==> src/rtl/ps2_keycode_rx.sv <==
// PS/2 set-2 keyboard receiver: filters the pins, deframes bytes, and tracks the held key
// (make / break / 0xE0-extended) as an 8-bit keycode.
module ps2_keycode_rx #(
  parameter int FILTER_LEN  = 8,
  parameter int TIMEOUT_CYC = 50000
) (
  input  logic       Clk,
  input  logic       Reset,
  input  logic       ps2_clk,
  input  logic       ps2_data,
  output logic [7:0] keycode,
  output logic       extended,
  output logic       key_event,
  output logic       key_break,
  output logic [7:0] scan_byte,
  output logic       scan_valid,
  output logic       frame_err
);
  localparam int FW = $clog2(FILTER_LEN + 1);
  localparam int TW = $clog2(TIMEOUT_CYC + 1);

  typedef enum logic [1:0] {IDLE, DATA, PARITY, STOP} state_e;

  logic [1:0]    clk_sync_q, dat_sync_q;
  logic          clk_s, data_s;
  logic          filt_q, filt_d;
  logic [FW-1:0] fcnt_q, fcnt_d;
  logic          fall;
  state_e        state_q, state_d;
  logic [2:0]    bit_q, bit_d;
  logic [7:0]    shift_q, shift_d;
  logic          par_q, par_d;
  logic [TW-1:0] to_q, to_d;
  logic          sv_q, sv_d, err_q, err_d;
  logic [7:0]    sbyte_q, sbyte_d;
  logic [7:0]    kc_q, kc_d;
  logic          ext_q, ext_d, kev_q, kev_d, kbrk_q, kbrk_d;
  logic          ext_pend_q, ext_pend_d, brk_pend_q, brk_pend_d;

  assign clk_s  = clk_sync_q[1];
  assign data_s = dat_sync_q[1];

  // A ps2_clk level change is only accepted after FILTER_LEN consecutive differing samples.
  always_comb begin
    filt_d = filt_q;
    fcnt_d = '0;
    fall   = 1'b0;
    if (clk_s != filt_q) begin
      if (fcnt_q == FW'(FILTER_LEN - 1)) begin
        filt_d = clk_s;
        fall   = filt_q;
      end else begin
        fcnt_d = fcnt_q + 1'b1;
      end
    end
  end

  always_comb begin
    state_d = state_q;
    bit_d   = bit_q;
    shift_d = shift_q;
    par_d   = par_q;
    to_d    = to_q;
    sbyte_d = sbyte_q;
    sv_d    = 1'b0;
    err_d   = 1'b0;
    if (fall) begin
      to_d = '0;
      case (state_q)
        IDLE: if (!data_s) begin
          state_d = DATA;
          bit_d   = '0;
        end
        DATA: begin
          shift_d = {data_s, shift_q[7:1]};
          bit_d   = bit_q + 3'd1;
          if (bit_q == 3'd7) state_d = PARITY;
        end
        PARITY: begin
          par_d   = data_s;
          state_d = STOP;
        end
        default: begin
          if (data_s && (^{shift_q, par_q})) begin
            sv_d    = 1'b1;
            sbyte_d = shift_q;
          end else begin
            err_d = 1'b1;
          end
          state_d = IDLE;
        end
      endcase
    end else if (state_q != IDLE) begin
      // Keyboard stalled mid-frame: drop the partial byte and resynchronise.
      if (to_q == TW'(TIMEOUT_CYC - 1)) begin
        state_d = IDLE;
        err_d   = 1'b1;
        to_d    = '0;
      end else begin
        to_d = to_q + 1'b1;
      end
    end else begin
      to_d = '0;
    end
  end

  always_comb begin
    kc_d       = kc_q;
    ext_d      = ext_q;
    kbrk_d     = kbrk_q;
    kev_d      = 1'b0;
    ext_pend_d = ext_pend_q;
    brk_pend_d = brk_pend_q;
    if (sv_q) begin
      case (sbyte_q)
        8'hE0: ext_pend_d = 1'b1;
        8'hF0: brk_pend_d = 1'b1;
        default: begin
          kev_d  = 1'b1;
          kbrk_d = brk_pend_q;
          if (!brk_pend_q) begin
            kc_d  = sbyte_q;
            ext_d = ext_pend_q;
          end else if (sbyte_q == kc_q && ext_pend_q == ext_q) begin
            kc_d  = 8'h00;
            ext_d = 1'b0;
          end
          ext_pend_d = 1'b0;
          brk_pend_d = 1'b0;
        end
      endcase
    end else if (err_q) begin
      ext_pend_d = 1'b0;
      brk_pend_d = 1'b0;
    end
  end

  always_ff @(posedge Clk or negedge Reset) begin
    if (!Reset) begin
      clk_sync_q <= 2'b11;
      dat_sync_q <= 2'b11;
      filt_q     <= 1'b1;
      fcnt_q     <= '0;
      state_q    <= IDLE;
      bit_q      <= '0;
      shift_q    <= '0;
      par_q      <= 1'b0;
      to_q       <= '0;
      sv_q       <= 1'b0;
      err_q      <= 1'b0;
      sbyte_q    <= '0;
      kc_q       <= '0;
      ext_q      <= 1'b0;
      kev_q      <= 1'b0;
      kbrk_q     <= 1'b0;
      ext_pend_q <= 1'b0;
      brk_pend_q <= 1'b0;
    end else begin
      clk_sync_q <= {clk_sync_q[0], ps2_clk};
      dat_sync_q <= {dat_sync_q[0], ps2_data};
      filt_q     <= filt_d;
      fcnt_q     <= fcnt_d;
      state_q    <= state_d;
      bit_q      <= bit_d;
      shift_q    <= shift_d;
      par_q      <= par_d;
      to_q       <= to_d;
      sv_q       <= sv_d;
      err_q      <= err_d;
      sbyte_q    <= sbyte_d;
      kc_q       <= kc_d;
      ext_q      <= ext_d;
      kev_q      <= kev_d;
      kbrk_q     <= kbrk_d;
      ext_pend_q <= ext_pend_d;
      brk_pend_q <= brk_pend_d;
    end
  end

  assign keycode    = kc_q;
  assign extended   = ext_q;
  assign key_event  = kev_q;
  assign key_break  = kbrk_q;
  assign scan_byte  = sbyte_q;
  assign scan_valid = sv_q;
  assign frame_err  = err_q;
endmodule
==> config.mk <==
export PLATFORM = sky130hd
export DESIGN_NAME = ps2_keycode_rx
export DESIGN_NICKNAME = d
export VERILOG_FILES = /design/src/rtl/ps2_keycode_rx.sv
export SDC_FILE = /design/constraint.sdc
export NUM_CORES = 1
export LEC_CHECK = 0
export ABC_CLOCK_PERIOD_IN_PS = 2700
export BUFFER_PORTS_ARGS = -buffer_cell sky130_fd_sc_hd__buf_2
export CORE_UTILIZATION = 45
export CTS_BUF_LIST = sky130_fd_sc_hd__clkbuf_8
export DETAILED_ROUTE_END_ITERATION = 8
export SLEW_MARGIN = 20
export SYNTH_ARGS = -nofsm -noshare
export SYNTH_HDL_FRONTEND = slang
export SYNTH_SLANG_ARGS = --single-unit
==> constraint.sdc <==
create_clock -name Clk -period 2.7 [get_ports Clk]
set_clock_uncertainty 0.05 [all_clocks]
set_input_delay 0.135 -clock Clk [delete_from_list [all_inputs] [get_ports Clk]]
set_output_delay 0.135 -clock Clk [all_outputs]
set_load 0.03 [all_outputs]
==> impl_metrics.py <==
metrics = {
    "logic_synthesis": {
        "synth_flop_cell": "dfrtp_1",
        "synth_top_cell_by_area": "dfrtp_1",
        "synth_compound_area_share_pct": 4.84,
        "synth_top_family_by_area": "simple AND/OR/NAND/NOR gates",
        "ys_async_sr_fraction_pct": 100,
        "yosysSeqAreaShare_pct": 54.8,
        "ys.warnings.count": 0,
        "ys_ff_latch": 62,
        "syn_inst": 251,
        "synth_adder_area_share_pct": 3.96,
        "syn_area_um2": 2840,
        "synth.area.mux_share_pct": 8.19,
        "syn_area_per_cell_um2": 11.3,
        "synth_edf_count": 0,
        "synth-xor-area-share_pct": 10.3,
        "synth_simple_gate_area_share_pct": 15.9,
        "ys_top_cells_by_area": "dfrtp_1 (50%), xnor2_1 (5.2%), dfstp_2 (4.6%), xor2_1 (4.3%), mux2_4 (4.2%)",
        "synth_fp_nets": 264,
        "synthDistinctLibCells": 35,
        "synth_top_area_share_pct": 50.2,
    },
    "global_routing": {
        "grtUsageTotal_pct": 16.9,
        "grt_antenna_before_repair": 0,
        "grt_pass1_wl_um": 8150,
        "overflow": 0,
        "first_global_vias": 1721,
        "grt_max_degree": 34,
    },
    "power_and_ir_drop": {
        "p_leak_nw": 1.58,
        "power_density_nw_per_um2": 575,
        "p_sw_w": 0.000441,
        "switching_share_pct": 23.4,
        "vdd_drop_max_mv": 0.348,
        "clkPwrFrac_pct": 43.5,
        "pwr-share-seq_pct": 52.2,
        "internal_power_w": 0.00145,
        "p_comb_share_pct": 4.3,
    },
    "timing": {
        "tns_ns": 0,
        "setup_viol": 0,
        "slew_viol_final": 0,
        "finalHoldViolCount": 0,
        "tightest_slew_ns": 0.753,
        "max_freq_mhz": 428,
        "rsz0062_at_grt": "no",
        "min_period_ns": 2.34,
        "layout_worst_path_cycle_share_pct": 86.5,
        "maxSlewHeadroom_pct": 49.8,
    },
    "final_layout": {
        "layout_commonest_cell": "dfrtp_1",
        "diodes": 0,
        "final_cell_mix": "dfrtp_1 (57), nand2_1 (30), nor2_1 (29)",
        "fin_area_um2": 3290,
        "drive_above_1_share_pct": 24.3,
        "final_nets": 300,
        "area_growth_syn_to_layout_pct": 15.6,
    },
    "critical_path": {
        "path_class": "flop to flop",
        "critPathLaunchType": "flop",
        "max_stage_delay_ns": 0.58,
        "required_ns": 2.88,
        "arrival_ns": 2.52,
        "regToRegStartpoint": "fcnt_q[0]",
        "cp_cell_sequence": "ha_1 > nand3b_1 > nor2_1 > nand2_1 > or3b_1 > mux2_4",
        "worstSetupEndpointType": "flop",
        "crit_start": "fcnt_q[0]",
        "path_max_fanout": 8,
        "critPathSlowestCell": "or3b_1",
    },
    "clocking": {
        "cts_resized": 0,
        "clock_latency_ns": 0.34,
        "cts_buffers": 9,
        "cts_buffer_depth": 2,
        "clkTransAtPathRegs_ns": 0.07,
        "htree_levels": 3,
        "hold_buffers": 3,
        "cts_setup_buffers": 0,
        "clkSinkCount": 62,
        "cts_tree": "done",
        "root_buffer": "clkbuf_8",
    },
    "die": {
        "coreArea_um2": 5990,
        "start_util_pct": 47.5,
        "design.die.area_um2": 6640,
        "die_x_um": 81.5,
        "die_h_um": 81.5,
        "fp-row-count": 28,
        "io_pins": 25,
    },
    "placed_design": {
        "globalplace.congestion": 0.745,
        "post_dp_cell_area_um2": 3050,
        "port_buffers": 24,
        "dp_hpwl_um": 3330,
    },
    "outcome": {
        "status": "finished, final reports clean",
    },
    "hold_path": {
        "hold_start": "dat_sync_q[0]",
        "hp-class": "flop to flop",
    },
    "detailed_routing": {
        "antenna_left": 0,
        "viasPerCell": 4.95,
        "vias": 1818,
        "wl_um": 4870,
        "wire_per_inst_um": 13.3,
        "drtPass1Iterations": 4,
        "drcViolationCount": 0,
        "initialDrtViolationCount": 46,
    },
    "flow_run": {
        "maxCapViolCount": 0,
    },
}
[worst max-delay path, delay by kind of cell (launching register included)]
family                     cells  cell delay, ns
adders and majority gates      1            0.22
DFF                            1            0.38
muxes                          1            0.37
and+or+nand+nor                4            1.21
[synthesized netlist by cell type (3+ instances only)]
library cell and instances:
nor2_1 29, inv_1 7, nand4_1 5, nand3_1 9, o21ai_0 13, nand2b_1 4
nor3_1 4, dfstp_2 5, nor4_1 3, mux2_4 8, dfrtp_1 57, nand2_1 30
mux2_2 10, xor2_1 14, ha_1 9, xnor2_1 17, nor2b_1 3
[cell families after synthesis]
| group | after synthesis |
|---|---|
| DFF | 62 |
| AOI/OAI and AO/OA | 22 |
| xor gates and xnor gates | 32 |
| adders and majority gates | 9 |
| muxes | 18 |
| buffers and inverters | 12 |
| and+or+nand+nor | 96 |
[metal layers]
metal	track usage, %	part of all wire (%)	vias to the layer above
li1	-	-	921
met5	0	0	-
met4	10.7	2.6	0
met3	4.78	4.0	9
met1	20.7	50	857
met2	26.1	43	31
[stage by stage]
stage	total power (W)	setup WS, ns	util [%]	hold WS [ns]	std cells
after floorplan	0.00105	0.617	-	-0.211	251
after global placement	0.00108	0.400	50.9	0.190	348
after detailed placement	0.00108	0.371	50.9	0.191	348
after CTS	0.00191	0.348	54.7	0.307	367
after global routing	0.00197	0.208	54.8	0.312	367
final	0.00189	0.364	54.8	0.306	367
[final cells by class]
type	instances	area [um^2]
sequential	62	1560
multi-input combinational	177	1240
fill	538	2710
clock buffer	10	138
tap	75	93.8
timing repair buffer	30	173
inverter	7	26.3
clock inverter	6	61.3
[registers in the layout (all words and copies together) (netlist names), 2 cells and up]
name and cells:
bit_q 3, clk_sync_q 2, dat_sync_q 2, fcnt_q 4
keycode 8, scan_byte 8, shift_q 8, state_q 2
to_q 16
[path summary, 6_finish.rpt]
path                            endpoint  slack, ns  cells past startpoint
min in group asynchronous     keycode[1]       0.34                      2
max in group asynchronous         filt_q       1.49                      3
max reg2reg                 scan_byte[5]       0.36                      6
max                         scan_byte[5]       0.36                      6
min reg2reg                dat_sync_q[1]       0.31                      0
min                        dat_sync_q[1]       0.31                      0
[power by group through the flow]
stage	clock [W]	combinational (W)	sequential, W
floorplan	0	0.0000490	0.000997
global placement	0	0.0000800	0.00100
detailed placement	0	0.0000802	0.00100
CTS	0.000843	0.0000840	0.000985
global route	0.000888	0.0000938	0.000987
finish	0.000821	0.0000820	0.000985
Note: power is estimated with default switching activity, not from simulation.
